## src/rtl/sa_1d_pkg.sv

```systemverilog
// Shared sizing for the 3-tap systolic 1-D convolution row.
package sa_1d_pkg;
  localparam int DATA_WIDTH = 8;
  localparam int PSUM_WIDTH = 16;
  localparam int NUM_TAPS   = 3;
endpackage

```

## src/rtl/sa_1d_pe.sv

```systemverilog
// One systolic PE: a tap register that shifts on accept, feeding a registered multiplier.
module sa_1d_pe
  import sa_1d_pkg::*;
#(
  parameter int DATA_WIDTH = sa_1d_pkg::DATA_WIDTH
) (
  input  logic                      clk,
  input  logic                      rst_n,
  input  logic                      shift_en,
  input  logic [DATA_WIDTH-1:0]     tap_in,
  input  logic [DATA_WIDTH-1:0]     weight,
  output logic [DATA_WIDTH-1:0]     tap_out,
  output logic [2*DATA_WIDTH-1:0]   prod_out
);
  localparam int PROD_W = 2 * DATA_WIDTH;

  logic [DATA_WIDTH-1:0] tap_q, tap_d;
  logic [PROD_W-1:0]     prod_q, prod_d;

  always_comb begin
    tap_d  = shift_en ? tap_in : tap_q;
    prod_d = PROD_W'(weight) * PROD_W'(tap_q);
  end

  // S1 tap capture | S2 product register
  always_ff @(posedge clk or negedge rst_n) begin
    if (!rst_n) begin
      tap_q  <= '0;
      prod_q <= '0;
    end else begin
      tap_q  <= tap_d;
      prod_q <= prod_d;
    end
  end

  assign tap_out  = tap_q;
  assign prod_out = prod_q;
endmodule

```

## src/rtl/sa_1d.sv

```systemverilog
// 3-tap unsigned 1-D correlation: y = psum_in + w0*x[n-2] + w1*x[n-1] + w2*x[n], mod 2^16.
module sa_1d
  import sa_1d_pkg::*;
#(
  parameter int DATA_WIDTH = sa_1d_pkg::DATA_WIDTH
) (
  input  logic                   clk,
  input  logic                   rst_n,
  input  logic                   valid_in,
  input  logic [DATA_WIDTH-1:0]  data_in,
  input  logic [DATA_WIDTH-1:0]  weight_in0,
  input  logic [DATA_WIDTH-1:0]  weight_in1,
  input  logic [DATA_WIDTH-1:0]  weight_in2,
  input  logic [PSUM_WIDTH-1:0]  psum_in,
  output logic                   valid_out,
  output logic [PSUM_WIDTH-1:0]  psum_out
);
  localparam int PROD_W  = 2 * DATA_WIDTH;
  localparam int SUM_W   = ((PROD_W > PSUM_WIDTH) ? PROD_W : PSUM_WIDTH) + 2;
  localparam int CNT_W   = $clog2(NUM_TAPS + 1);
  localparam logic [CNT_W-1:0] CNT_MAX  = CNT_W'(NUM_TAPS);
  localparam logic [CNT_W-1:0] CNT_FULL = CNT_W'(NUM_TAPS - 1);

  function automatic logic [PSUM_WIDTH-1:0] wrap_psum(input logic [SUM_W-1:0] s);
    return s[PSUM_WIDTH-1:0];
  endfunction

  logic [DATA_WIDTH-1:0] weights   [NUM_TAPS];
  logic [DATA_WIDTH-1:0] shift_src [NUM_TAPS+1];
  logic [PROD_W-1:0]     prod      [NUM_TAPS];
  logic                  unused_tail;

  logic [CNT_W-1:0]      cnt_q, cnt_d;
  logic                  vld_p1_q, vld_p1_d, vld_p2_q, vld_p2_d;
  logic [PSUM_WIDTH-1:0] psum_p1_q, psum_p1_d, psum_p2_q, psum_p2_d;
  logic                  valid_out_q, valid_out_d;
  logic [PSUM_WIDTH-1:0] psum_out_q, psum_out_d;
  logic [SUM_W-1:0]      sum;

  // PE0 holds the newest sample, so the weight order is reversed along the row
  always_comb begin
    weights[0] = weight_in2;
    weights[1] = weight_in1;
    weights[2] = weight_in0;
  end

  assign shift_src[0] = data_in;
  assign unused_tail  = ^shift_src[NUM_TAPS];

  for (genvar i = 0; i < NUM_TAPS; i++) begin : g_pe
    sa_1d_pe #(.DATA_WIDTH(DATA_WIDTH)) u_pe (
      .clk      (clk),
      .rst_n    (rst_n),
      .shift_en (valid_in),
      .tap_in   (shift_src[i]),
      .weight   (weights[i]),
      .tap_out  (shift_src[i+1]),
      .prod_out (prod[i])
    );
  end

  always_comb begin
    cnt_d = cnt_q;
    if (valid_in && (cnt_q != CNT_MAX)) cnt_d = cnt_q + 1'b1;
    vld_p1_d  = valid_in && (cnt_q >= CNT_FULL);
    psum_p1_d = valid_in ? psum_in : psum_p1_q;
    vld_p2_d  = vld_p1_q;
    psum_p2_d = psum_p1_q;
    sum = SUM_W'(psum_p2_q);
    for (int i = 0; i < NUM_TAPS; i++) sum = sum + SUM_W'(prod[i]);
    valid_out_d = vld_p2_q;
    psum_out_d  = vld_p2_q ? wrap_psum(sum) : psum_out_q;
  end

  // S1 count/psum capture | S2 carry | S3 adder tree into the output register
  always_ff @(posedge clk or negedge rst_n) begin
    if (!rst_n) begin
      cnt_q       <= '0;
      vld_p1_q    <= 1'b0;
      psum_p1_q   <= '0;
      vld_p2_q    <= 1'b0;
      psum_p2_q   <= '0;
      valid_out_q <= 1'b0;
      psum_out_q  <= '0;
    end else begin
      cnt_q       <= cnt_d;
      vld_p1_q    <= vld_p1_d;
      psum_p1_q   <= psum_p1_d;
      vld_p2_q    <= vld_p2_d;
      psum_p2_q   <= psum_p2_d;
      valid_out_q <= valid_out_d;
      psum_out_q  <= psum_out_d;
    end
  end

  assign valid_out = valid_out_q;
  assign psum_out  = psum_out_q;
endmodule

```

## config.mk

```make
export PLATFORM = sky130hd
export DESIGN_NAME = sa_1d
export DESIGN_NICKNAME = d
export VERILOG_FILES = /design/src/rtl/sa_1d_pkg.sv /design/src/rtl/sa_1d_pe.sv /design/src/rtl/sa_1d.sv
export SDC_FILE = /design/constraint.sdc
export NUM_CORES = 1
export LEC_CHECK = 0
export ABC_AREA = 1
export CAP_MARGIN = 40
export CORE_UTILIZATION = 55
export DETAILED_ROUTE_END_ITERATION = 6
export PLACE_DENSITY = 0.85
export SLEW_MARGIN = 20
export SYNTH_ARGS = -nofsm -noshare
export SYNTH_HDL_FRONTEND = slang
export SYNTH_SLANG_ARGS = --single-unit
```

## constraint.sdc

```tcl
create_clock -name clk -period 3.9 [get_ports clk]
set_input_delay 0.78 -clock clk [delete_from_list [all_inputs] [get_ports clk]]
set_output_delay 0.78 -clock clk [all_outputs]
set_load 0.01 [all_outputs]
```

==> results.md, run 1 <==
- Post-place setup slack: -0.7920 ns
- Critical Path End: g_pe[2].u_pe.prod_out[12]
- Crit share post-route: 1.004
- Die Y: about 150 um
- Post-synthesis mux area share: 0.02224
- Buffers & Inverters on Critical Path: 7
- Yosys cell types: 31
- CP peak stage delay: between 0.5 and 0.6 ns
- Final hold vios: 0
- R2R cell count: 17
- Commonest non-fill, non-tap cell in the layout: inv_1
- Largest net degree at the start of global routing: 67
- Top-Level Pins: slightly below 70
- Cts bufs inserted: 17
- Core Region: between 20000 and 25000 um^2
- Area leader, netlist: dfrtp_1
- Initial Utilization: 0.5587
- Area growth syn-to-layout: 23.11%
- Delay-heaviest family, CP: adder cells
- Remaining global-route overflow: 0
- Max-cap viol count: 0
- Final wirelength: between 30 and 40 mm
- Failing checks: negative setup slack
- Cell seen most often among critical-path stages: inv_2
- Initial antenna violation count: 0
- WL/cell: roughly 16 um
- Max Root-Sink Buffers: 2
- Stages on the worst setup path: 17
- Clock Sinks: roughly 130
- DR iter-0 viols: 724
- Port-buffer cells: 67
- Critical path class: input port to flip-flop
- Largest family of logic cells by synthesized area: adder cells
- Worst slew margin: 0.6245
- RSZ-0062 raised after global routing: true
- Run status: finished with violations
- Full die area: roughly 23000 um^2
- Critical Path Fanout Max: 5
- Synth Area in Adders: 0.3560
- Synth Area in Simple Gates: 0.1617
- Via count: 10060
- Compound-Gate Fraction of Synth Area: 0.03974
- Clock root cell: clkbuf_16
- Max-slew violations: 0
- Post-Syn Instances: 1471
- Synthesized area: around 12000 um^2
- R2R Path End: g_pe[2].u_pe.prod_out[12]
- Top cells by area, synth: dfrtp_1, fa_1, ha_1
- Startpoint Class: input port
- Worst-skew pair later-pin latency: 0.42 ns
- #FFs+latches synth: 125
- DR pass1 iterations: 5
- Layout cells sized above 1: 0.1949
- Synth Area per Inst: 8.263 um^2
- Worst reg2reg path startpoint: g_pe[2].u_pe.tap_out[4]
- Clock-pin slew on the worst setup and hold paths: ~0.06 ns
- CP max-delay cell: fa_1
- Data required time of the worst path: 4.21 ns
- CTS H-tree lvls: 4
- Remaining DRCs: 0
- Post-synthesis xor/xnor area fraction: 0.02594
- Most frequent cells in the layout: inv_1, nand2_1, fa_1, buf_4, dfrtp_1
- Critical Path AT: between 4 and 5 ns
- Worst path cell trace: buf_2 > nand2_1 > inv_2 > fa_1 > inv_2 > fa_1 > inv_1 > fa_1 > inv_2 > fa_1 > inv_2 > ha_4 > a21oi_4 > inv_2 > o21ai_2 > nand3_2 > xor2_1
- Clock Skew: ~0.0084 ns
- R2r setup slk: 0 ns
- Post-DP HPWL: between 20 and 25 mm
- Vias in the first global route: just over 10000
- N_diodes: 0
- Die W: between 150 and 200 um
- Minimum clock period: 3.916 ns
- Setup ws final: -0.01605 ns
- Seq/Total Area, Yosys: 0.2574
- Vias per Instance: 5.248
- Worst setup EP type: flip-flop
- Placer congestion estimate: 0.8867
- Endpoints failing setup: 2
- Final setup TNS: -0.01713 ns
- CTS tree: built
- Worst-margin pin slew: 0.5627 ns
- Nets: about 1900
- Yosys warns: 0
- Rows: 54
- Tightest Hold Check Type: input port to asynchronous set/reset pin
- Antenna Violating Nets Remaining: 0
- Achievable Freq: 255.4 MHz
- Top cell type's share of synthesized area: 0.2574
- Critical path launch point: weight_in0[5]
- Wire length of the first global-routing pass: about 48 mm
- Overall Global Routing Usage: 0.2707
- Post-synthesis net count: 1785
synth_stat cells:
| library cell | count |
|---|---|
| nand3_1 | 47 |
| fa_1 | 138 |
| buf_4 | 1 |
| o21ai_0 | 23 |
| nor2_1 | 49 |
| o221ai_1 | 2 |
| a31oi_1 | 6 |
| o21a_1 | 1 |
| nand2_1 | 382 |
| nand3_2 | 1 |
| xor2_1 | 24 |
| inv_1 | 384 |
| and2_1 | 1 |
| nor3_1 | 5 |
| ha_1 | 125 |
| o21bai_1 | 4 |
| buf_2 | 5 |
| o21ai_2 | 2 |
| o211ai_1 | 1 |
| clkbuf_1 | 51 |
| o21ai_1 | 1 |
| o211ai_2 | 1 |
| xnor2_1 | 12 |
| nand4_1 | 8 |
| mux2_2 | 24 |
| a21o_1 | 2 |
| a21oi_1 | 42 |
| nand3b_1 | 2 |
| dfrtp_1 | 125 |
| a21boi_0 | 1 |
| nand2_2 | 1 |
logic make-up after synthesis:
| logic type | count (synthesis) |
|---|---|
| AOI/OAI and AO/OA | 86 |
| buffers and inverters | 441 |
| and+or+nand+nor | 496 |
| DFF | 125 |
| adders and majority gates | 263 |
| muxes | 24 |
| xor gates and xnor gates | 36 |
metrics by stage:
stage,utilization,instances,hold slack [ns],area [um^2]
global placement,0.6405,1867,0.3337,13930
detailed placement,0.6418,1868,0.3373,13960
CTS,0.6779,1905,0.3497,14750
global route,0.6878,1917,0.1301,14960
finish,0.6878,1917,0.1398,14960
floorplan,-,1471,0.3312,12460
layout make-up:
cell class	instances	area, um^2
Clock inverter	13	163.9
Inverter	384	1441
Sequential cell	125	3147
Timing Repair Buffer	192	1577
Fill cell	1475	6793
Clock buffer	18	439.2
Multi-Input combinational cell	905	7845
Tap cell	280	350.3
flip-flops by register name (all words and copies together), names as in the netlist:
name                flops
g_pe.u_pe.prod_out     48
g_pe.u_pe.tap_out      24
psum_out               16
psum_p1_q              16
psum_p2_q              16
cnt_q                   2
valid_out               1
valid_out_d             1
vld_p1_q                1
metal layers:
layer / GRT usage / routed length [um]
met2: 0.4712 / 15410
met5: 0 / 0
met3: 0.03970 / 1789
met4: 0.1130 / 1183
met1: 0.3359 / 12140
worst min-delay path by stage:
stage                        end  startpoint  depth (start not counted)  slack (ns)
global placement     valid_out_d    vld_p1_q                          0        0.33
floorplan            valid_out_d    vld_p1_q                          0        0.33
detailed placement   valid_out_d    vld_p1_q                          0        0.34
global route        psum_p1_q[1]       rst_n                          1        0.13
CTS                  valid_out_d    vld_p1_q                          0        0.35
finish              psum_p1_q[1]       rst_n                          1        0.14
worst reg2reg max path, stage by stage, from the launching register on:
cell and delay [ns]:
dfrtp_2 0.41, buf_4 0.14, nand2_2 0.06, inv_2 0.03, fa_1 0.53, inv_2 0.06
fa_1 0.48, inv_1 0.05, fa_1 0.51, inv_2 0.04, fa_1 0.49, inv_2 0.05
ha_4 0.24, a21oi_4 0.19, inv_2 0.07, o21ai_2 0.15, nand3_2 0.10, xor2_1 0.17
timing repair:
| action | 4_1_cts | 5_1_grt |
|---|---|---|
| pin swaps | 49 | 57 |
| hold buffers | 0 | 0 |
| buffers inserted | 6 | 11 |
| gates resized for setup | 98 | 90 |
| gates cloned | 0 | 0 |
| setup endpoints to repair | 29 | 24 |
Power of run 1 is not shown: default switching activity piles up to over one toggle a cycle in this logic, so the estimate is an artifact.
==> run 2, diff against run 1 <==
Settings changed: CORE_UTILIZATION 55 to 50, PLACE_DENSITY 0.85 to 0.79.
==> run 2 against run 1 <==
  * The run still ends with negative setup slack left
  * Non-clock buffer count grew 5
  * Critical path depth shrank 3
  * Hold slack gained 0.22 ns
  * Sequential share of layout area shrank 0.075 points
  * Die area grew 9.9%
  * Global-route usage shrank 2.6 points
  * Fmax is essentially flat
  * Setup slack lost 0.0017 ns
  * Critical endpoint is now g_pe[2].u_pe.prod_out[13]
  * Largest cell class unchanged
==> results.md, run 2 (synthesized netlist as in run 1, its figures left out) <==
- Most frequent cells in the layout: inv_1, nand2_1, fa_1, buf_4, dfrtp_1
- Max Root-Sink Buffers: 2 (unchanged)
- Post-DP HPWL: 22.26 mm (+0.32%)
- Layout cells sized above 1: 0.1917 (-0.003146)
- Core Region: 23680 um^2 (+8.9%)
- Max-cap viol count: 0 (unchanged)
- Setup ws final: -0.01771 ns (-0.001659 ns)
- R2r setup slk: -0.02 ns (-0.02 ns)
- Commonest non-fill, non-tap cell in the layout: inv_1
- Max reg flops: 48 (unchanged)
- Worst slew margin: 0.4315 (-0.1930)
- Final hold vios: 0 (unchanged)
- Area growth syn-to-layout: 23.50%
- Run status: finished with violations
- Via count: 9882 (-1.8%)
- Remaining DRCs: 0 (unchanged)
- Minimum clock period: 3.918 ns (+0.001659 ns)
- Antenna Violating Nets Remaining: 0 (unchanged)
- Port-buffer cells: 67 (unchanged)
- Worst hold stages: 0
- Nets: 1944 (+0.26%)
- Worst setup EP type: flip-flop
- Critical path class: flip-flop to flip-flop
- Final wirelength: 29.15 mm (-4.5%)
- Worst-skew pair later-pin latency: 0.43 ns (about the same)
- Clock Sinks: 125 (unchanged)
- Tightest Hold Check Type: flip-flop to flip-flop
- Vias in the first global route: 10160 (-0.76%)
- Die Y: 157.9 um (+4.8%)
- R2R cell count: 14 (-3)
- Clock Skew: 0.01246 ns (+0.004036 ns)
- Placer congestion estimate: 0.8867 (unchanged)
- Max-slew violations: 0 (unchanged)
- Full die area: 24940 um^2 (+9.9%)
- Startpoint Class: flip-flop
- Critical Path Fanout Max: 5 (unchanged)
- Worst hold margin: 0.3591 ns (+0.2192 ns)
- Die W: 157.9 um (+4.8%)
- # hold bufs at CTS: 0 (unchanged)
- Achievable Freq: 255.3 MHz (about the same)
- Clock root cell: clkbuf_16
- Critical Path AT: 4.25 ns (+0.02 ns)
- Wire length of the first global-routing pass: 47.20 mm (-1.1%)
- Largest net degree at the start of global routing: 77 (+15%)
- DR pass1 iterations: 7 (+2)
- Worst reg2reg path startpoint: g_pe[2].u_pe.tap_out[7]
- Data required time of the worst path: 4.23 ns (+0.02 ns)
- DR iter-0 viols: 626 (-14%)
- Worst-margin pin slew: 0.8527 ns (+0.2901 ns)
- RSZ-0062 raised after global routing: true
- Overall Global Routing Usage: 0.2442 (-0.02649)
- CTS H-tree lvls: 4 (unchanged)
- Cts bufs inserted: 17 (unchanged)
- Clock-pin slew on the worst setup and hold paths: 0.06 ns (about the same)
- Failing checks: negative setup slack
- R2R Path End: g_pe[2].u_pe.prod_out[13]
- CTS tree: built
- N_diodes: 0 (unchanged)
- Top-Level Pins: 68 (unchanged)
- Initial antenna violation count: 0 (unchanged)
- Crit share post-route: 1.005 (about the same)
- Remaining global-route overflow: 0 (unchanged)
- Critical path launch point: g_pe[2].u_pe.tap_out[7]
- WL/cell: 14.86 um (-6.7%)
- Endpoints failing setup: 1 (-1)
- Initial Utilization: 0.5132 (-0.04545)
- Critical Path End: g_pe[2].u_pe.prod_out[13]
- Rows: 56 (+3.7%)
- Vias per Instance: 5.037 (-4.0%)
run 2: routing by layer:
layer,track usage,wire (um)
met1,0.3046,12210
met2,0.4170,14590
met3,0.03613,1303
met4,0.1137,1039
met5,0,0
run 2: through the flow:
step	std cells	setup TNS, ns	instance area (um^2)	worst slack (ns)	util
after detailed placement	1914	-20.95	14040	-0.8289	0.5930
after global placement	1914	-18.46	14040	-0.7231	0.5930
after floorplan	1471	-0.9157	12460	-0.1543	-
final	1962	-0.01771	15010	-0.01771	0.6338
after CTS	1947	0	14770	0.006295	0.6235
after global routing	1962	-0.4681	15010	-0.07495	0.6338
run 2: worst min-delay path by stage:
stage | start | to | slack, ns
final | vld_p1_q | valid_out_d | 0.36
after global routing | vld_p1_q | valid_out_d | 0.37
after CTS | vld_p1_q | valid_out_d | 0.37
after detailed placement | vld_p1_q | valid_out_d | 0.35
after global placement | vld_p1_q | valid_out_d | 0.33
after floorplan | vld_p1_q | valid_out_d | 0.33
run 2: cell type report:
| type | instances | area, um^2 |
|---|---|---|
| multi-input cells | 905 | 7864 |
| clock inverters | 15 | 162.7 |
| clock buffers | 17 | 425.4 |
| well taps | 319 | 399.1 |
| repair buffers | 197 | 1573 |
| fillers | 1838 | 8672 |
| flip-flops and latches | 125 | 3146 |
| inverters | 384 | 1441 |
run 2: repair_timing:
action                     4_1_cts  5_1_grt
buffers inserted                 1       16
resized for setup               99       82
setup endpoints to repair       29       26
pin swaps                       48       62
run 2: worst max-delay path, stage by stage (launching register included):
cell and delay (ns):
dfrtp_1 0.44, buf_6 0.16, buf_4 0.13, nand2_1 0.05, inv_1 0.05, fa_1 0.51
fa_1 0.45, fa_1 0.57, fa_1 0.48, ha_4 0.34, nand2_2 0.11, nor2_2 0.15
nand3_1 0.10, nand3_1 0.13, xor2_1 0.18
Power of run 2 is left out for the same reason.
==> run 3, diff against run 2 <==
Settings changed: PLACE_DENSITY 0.79 to 0.77.
Clock period 3.9 ns to 4.4 ns, I/O delays scaled along.
==> run 3 against run 2 <==
  * The run now ends clean
  * Global-route usage fell by 1.3 points
  * Hold slack got worse by 0.013 ns
  * Register-to-register slack improved by 0.39 ns
  * Clock-buffer cell count rose by 3
  * Setup slack improved by 0.17 ns
  * Non-clock buffer count fell by 42
  * Routed wire length fell by 9.0%
  * Clock skew barely moved
  * Die area did not move
  * Sequential cell count did not move
  * Via count fell by 4.0%
  * First-iteration DRC count fell by 2.7%
  * Largest cell class unchanged
==> results.md, run 3 (synthesized netlist as in run 1, its figures left out) <==
- Data required time of the worst path: 4.74 ns (+0.51 ns)
- Wire length of the first global-routing pass: 44.95 mm (-4.8%)
- Final setup TNS: 0 ns (+0.01771 ns)
- Tightest Hold Check Type: flip-flop to flip-flop
- Max reg flops: 48 (unchanged)
- Clock-pin slew on the worst setup and hold paths: 0.06 ns (about the same)
- Worst setup EP type: flip-flop
- Worst-margin pin slew: 0.6890 ns (-0.1638 ns)
- Critical Path AT: 4.59 ns (+0.34 ns)
- Placed instance count: 1884 (-1.6%)
- Full die area: 24940 um^2 (unchanged)
- Cts bufs inserted: 17 (unchanged)
- Endpoints failing setup: 0 (-1)
- Worst hold stages: 0 (unchanged)
- Rows: 56 (unchanged)
- DR pass1 iterations: 6 (-1)
- Worst slew margin: 0.5407 (+0.1092)
- Remaining DRCs: 0 (unchanged)
- Final wirelength: 26.53 mm (-9.0%)
- Overall Global Routing Usage: 0.2315 (-0.01277)
- Top-Level Pins: 68 (unchanged)
- WL/cell: 13.81 um (-7.0%)
- Final Non-Filler Cells: 1921 (-2.1%)
- Port-buffer cells: 67 (unchanged)
- R2r setup slk: 0.37 ns (+0.39 ns)
- Layout cells sized above 1: 0.1049 (-0.08679)
- Max-cap viol count: 0 (unchanged)
- CTS H-tree lvls: 4 (unchanged)
- Worst reg2reg path startpoint: g_pe[0].u_pe.tap_out[2]
- Achievable Freq: approximately 240 MHz
- Max-slew violations: 0 (unchanged)
- Die Y: 157.9 um (unchanged)
- Initial antenna violation count: 1 (+1)
- Placer congestion estimate: 0.8835 (-0.36%)
- RSZ-0062 raised after global routing: false
- Vias in the first global route: 9672 (-4.8%)
- Post-DP HPWL: 21.36 mm (-4.0%)
- Critical Path Fanout Max: 4 (-1)
- Minimum clock period: between 4 and 5 ns
- Antenna Violating Nets Remaining: 0 (unchanged)
- Nets: 1902 (-2.2%)
- Clock Skew: 0.01285 ns (+0.0003897 ns)
- DR iter-0 viols: 609 (-2.7%)
- Startpoint Class: input port
- Remaining global-route overflow: 0 (unchanged)
- Largest net degree at the start of global routing: 62 (-19%)
- Area growth syn-to-layout: 18.64%
- Critical path class: input port to flip-flop
- Core Region: 23680 um^2 (unchanged)
- Most frequent cells in the layout: inv_1, nand2_1, fa_1, dfrtp_1, ha_1
- Hold Crit Start: vld_p1_q
- Worst-skew pair later-pin latency: 0.42 ns (about the same)
- Initial Utilization: 0.5132 (unchanged)
- R2R cell count: 13 (-1)
- Clock root cell: clkbuf_16
- CTS tree: built
- Hold Path End: valid_out_d
- Commonest non-fill, non-tap cell in the layout: inv_1
- Crit share post-route: 0.9660
- Die W: 157.9 um (unchanged)
- Max Root-Sink Buffers: 2 (unchanged)
- Run status: finished, final reports clean
- R2R Path End: g_pe[0].u_pe.prod_out[10]
- Vias per Instance: 4.940 (-1.9%)
- Clock Sinks: 125 (unchanged)
- Final hold vios: 0 (unchanged)
- Via count: 9490 (-4.0%)
-- run 3: layer usage --
layer,GRT usage,share of wire,vias to the layer above,routed length (um)
met4,0.07628,0.020,0,531
li1,-,-,4569,-
met2,0.4015,0.50,261,13260
met1,0.2943,0.43,4618,11510
met5,0,0,-,0
met3,0.03613,0.047,42,1236
-- run 3: area by class of cell --
| class | count | area, um^2 |
|---|---|---|
| timing repair buffer | 155 | 1373 |
| antenna | 1 | 2.502 |
| clock inverter | 12 | 138.9 |
| inverter | 384 | 1441 |
| multi-input combinational | 905 | 7491 |
| fill | 2023 | 9263 |
| sequential | 125 | 3128 |
| tap | 319 | 399.1 |
| clock buffer | 20 | 446.7 |
-- run 3: metrics by stage --
step	worst slack (ns)	util	instance area [um^2]	hold slack (ns)
6_report	0.1497	0.6089	14420	0.3457
2_1_floorplan	0.05113	-	12150	0.3312
5_1_grt	0.009055	0.6088	14420	0.3504
3_5_place_dp	-0.5080	0.5752	13620	0.3347
4_1_cts	0.009907	0.6000	14210	0.3467
3_3_place_gp	-0.4271	0.5752	13620	0.3321
-- run 3: critical path: stages --
cell and delay [ns]:
clkdlybuf4s50_1 0.42, nand2_1 0.08, inv_1 0.06, fa_1 0.55, inv_1 0.06, fa_1 0.53
inv_1 0.05, fa_1 0.47, inv_1 0.05, fa_1 0.47, inv_1 0.06, ha_4 0.23
a21oi_2 0.17, inv_1 0.07, buf_4 0.13, a31oi_2 0.16, xnor2_1 0.14
-- run 3: how the worst max path moves through the flow --
stage          slack (ns)  cells after the start                        end           from
3_3_place_gp        -0.43                     16  g_pe[2].u_pe.prod_out[15]  weight_in0[3]
6_report             0.15                     17   g_pe[2].u_pe.prod_out[8]  weight_in0[5]
5_1_grt             0.009                     17   g_pe[2].u_pe.prod_out[8]  weight_in0[5]
4_1_cts              0.01                     17  g_pe[2].u_pe.prod_out[12]  weight_in0[4]
3_5_place_dp        -0.51                     15  g_pe[0].u_pe.prod_out[12]  weight_in2[4]
2_1_floorplan        0.05                     17  g_pe[2].u_pe.prod_out[12]  weight_in0[5]
-- run 3: timing repair --
| item | in CTS | in global routing |
|---|---|---|
| pin swaps | 1 | 8 |
| endpoints found under the setup margin | 6 | 24 |
| setup buffers | 0 | 3 |
| hold buffers | 0 | 0 |
| gates resized for setup | 4 | 34 |
Power of run 3 is left out for the same reason.
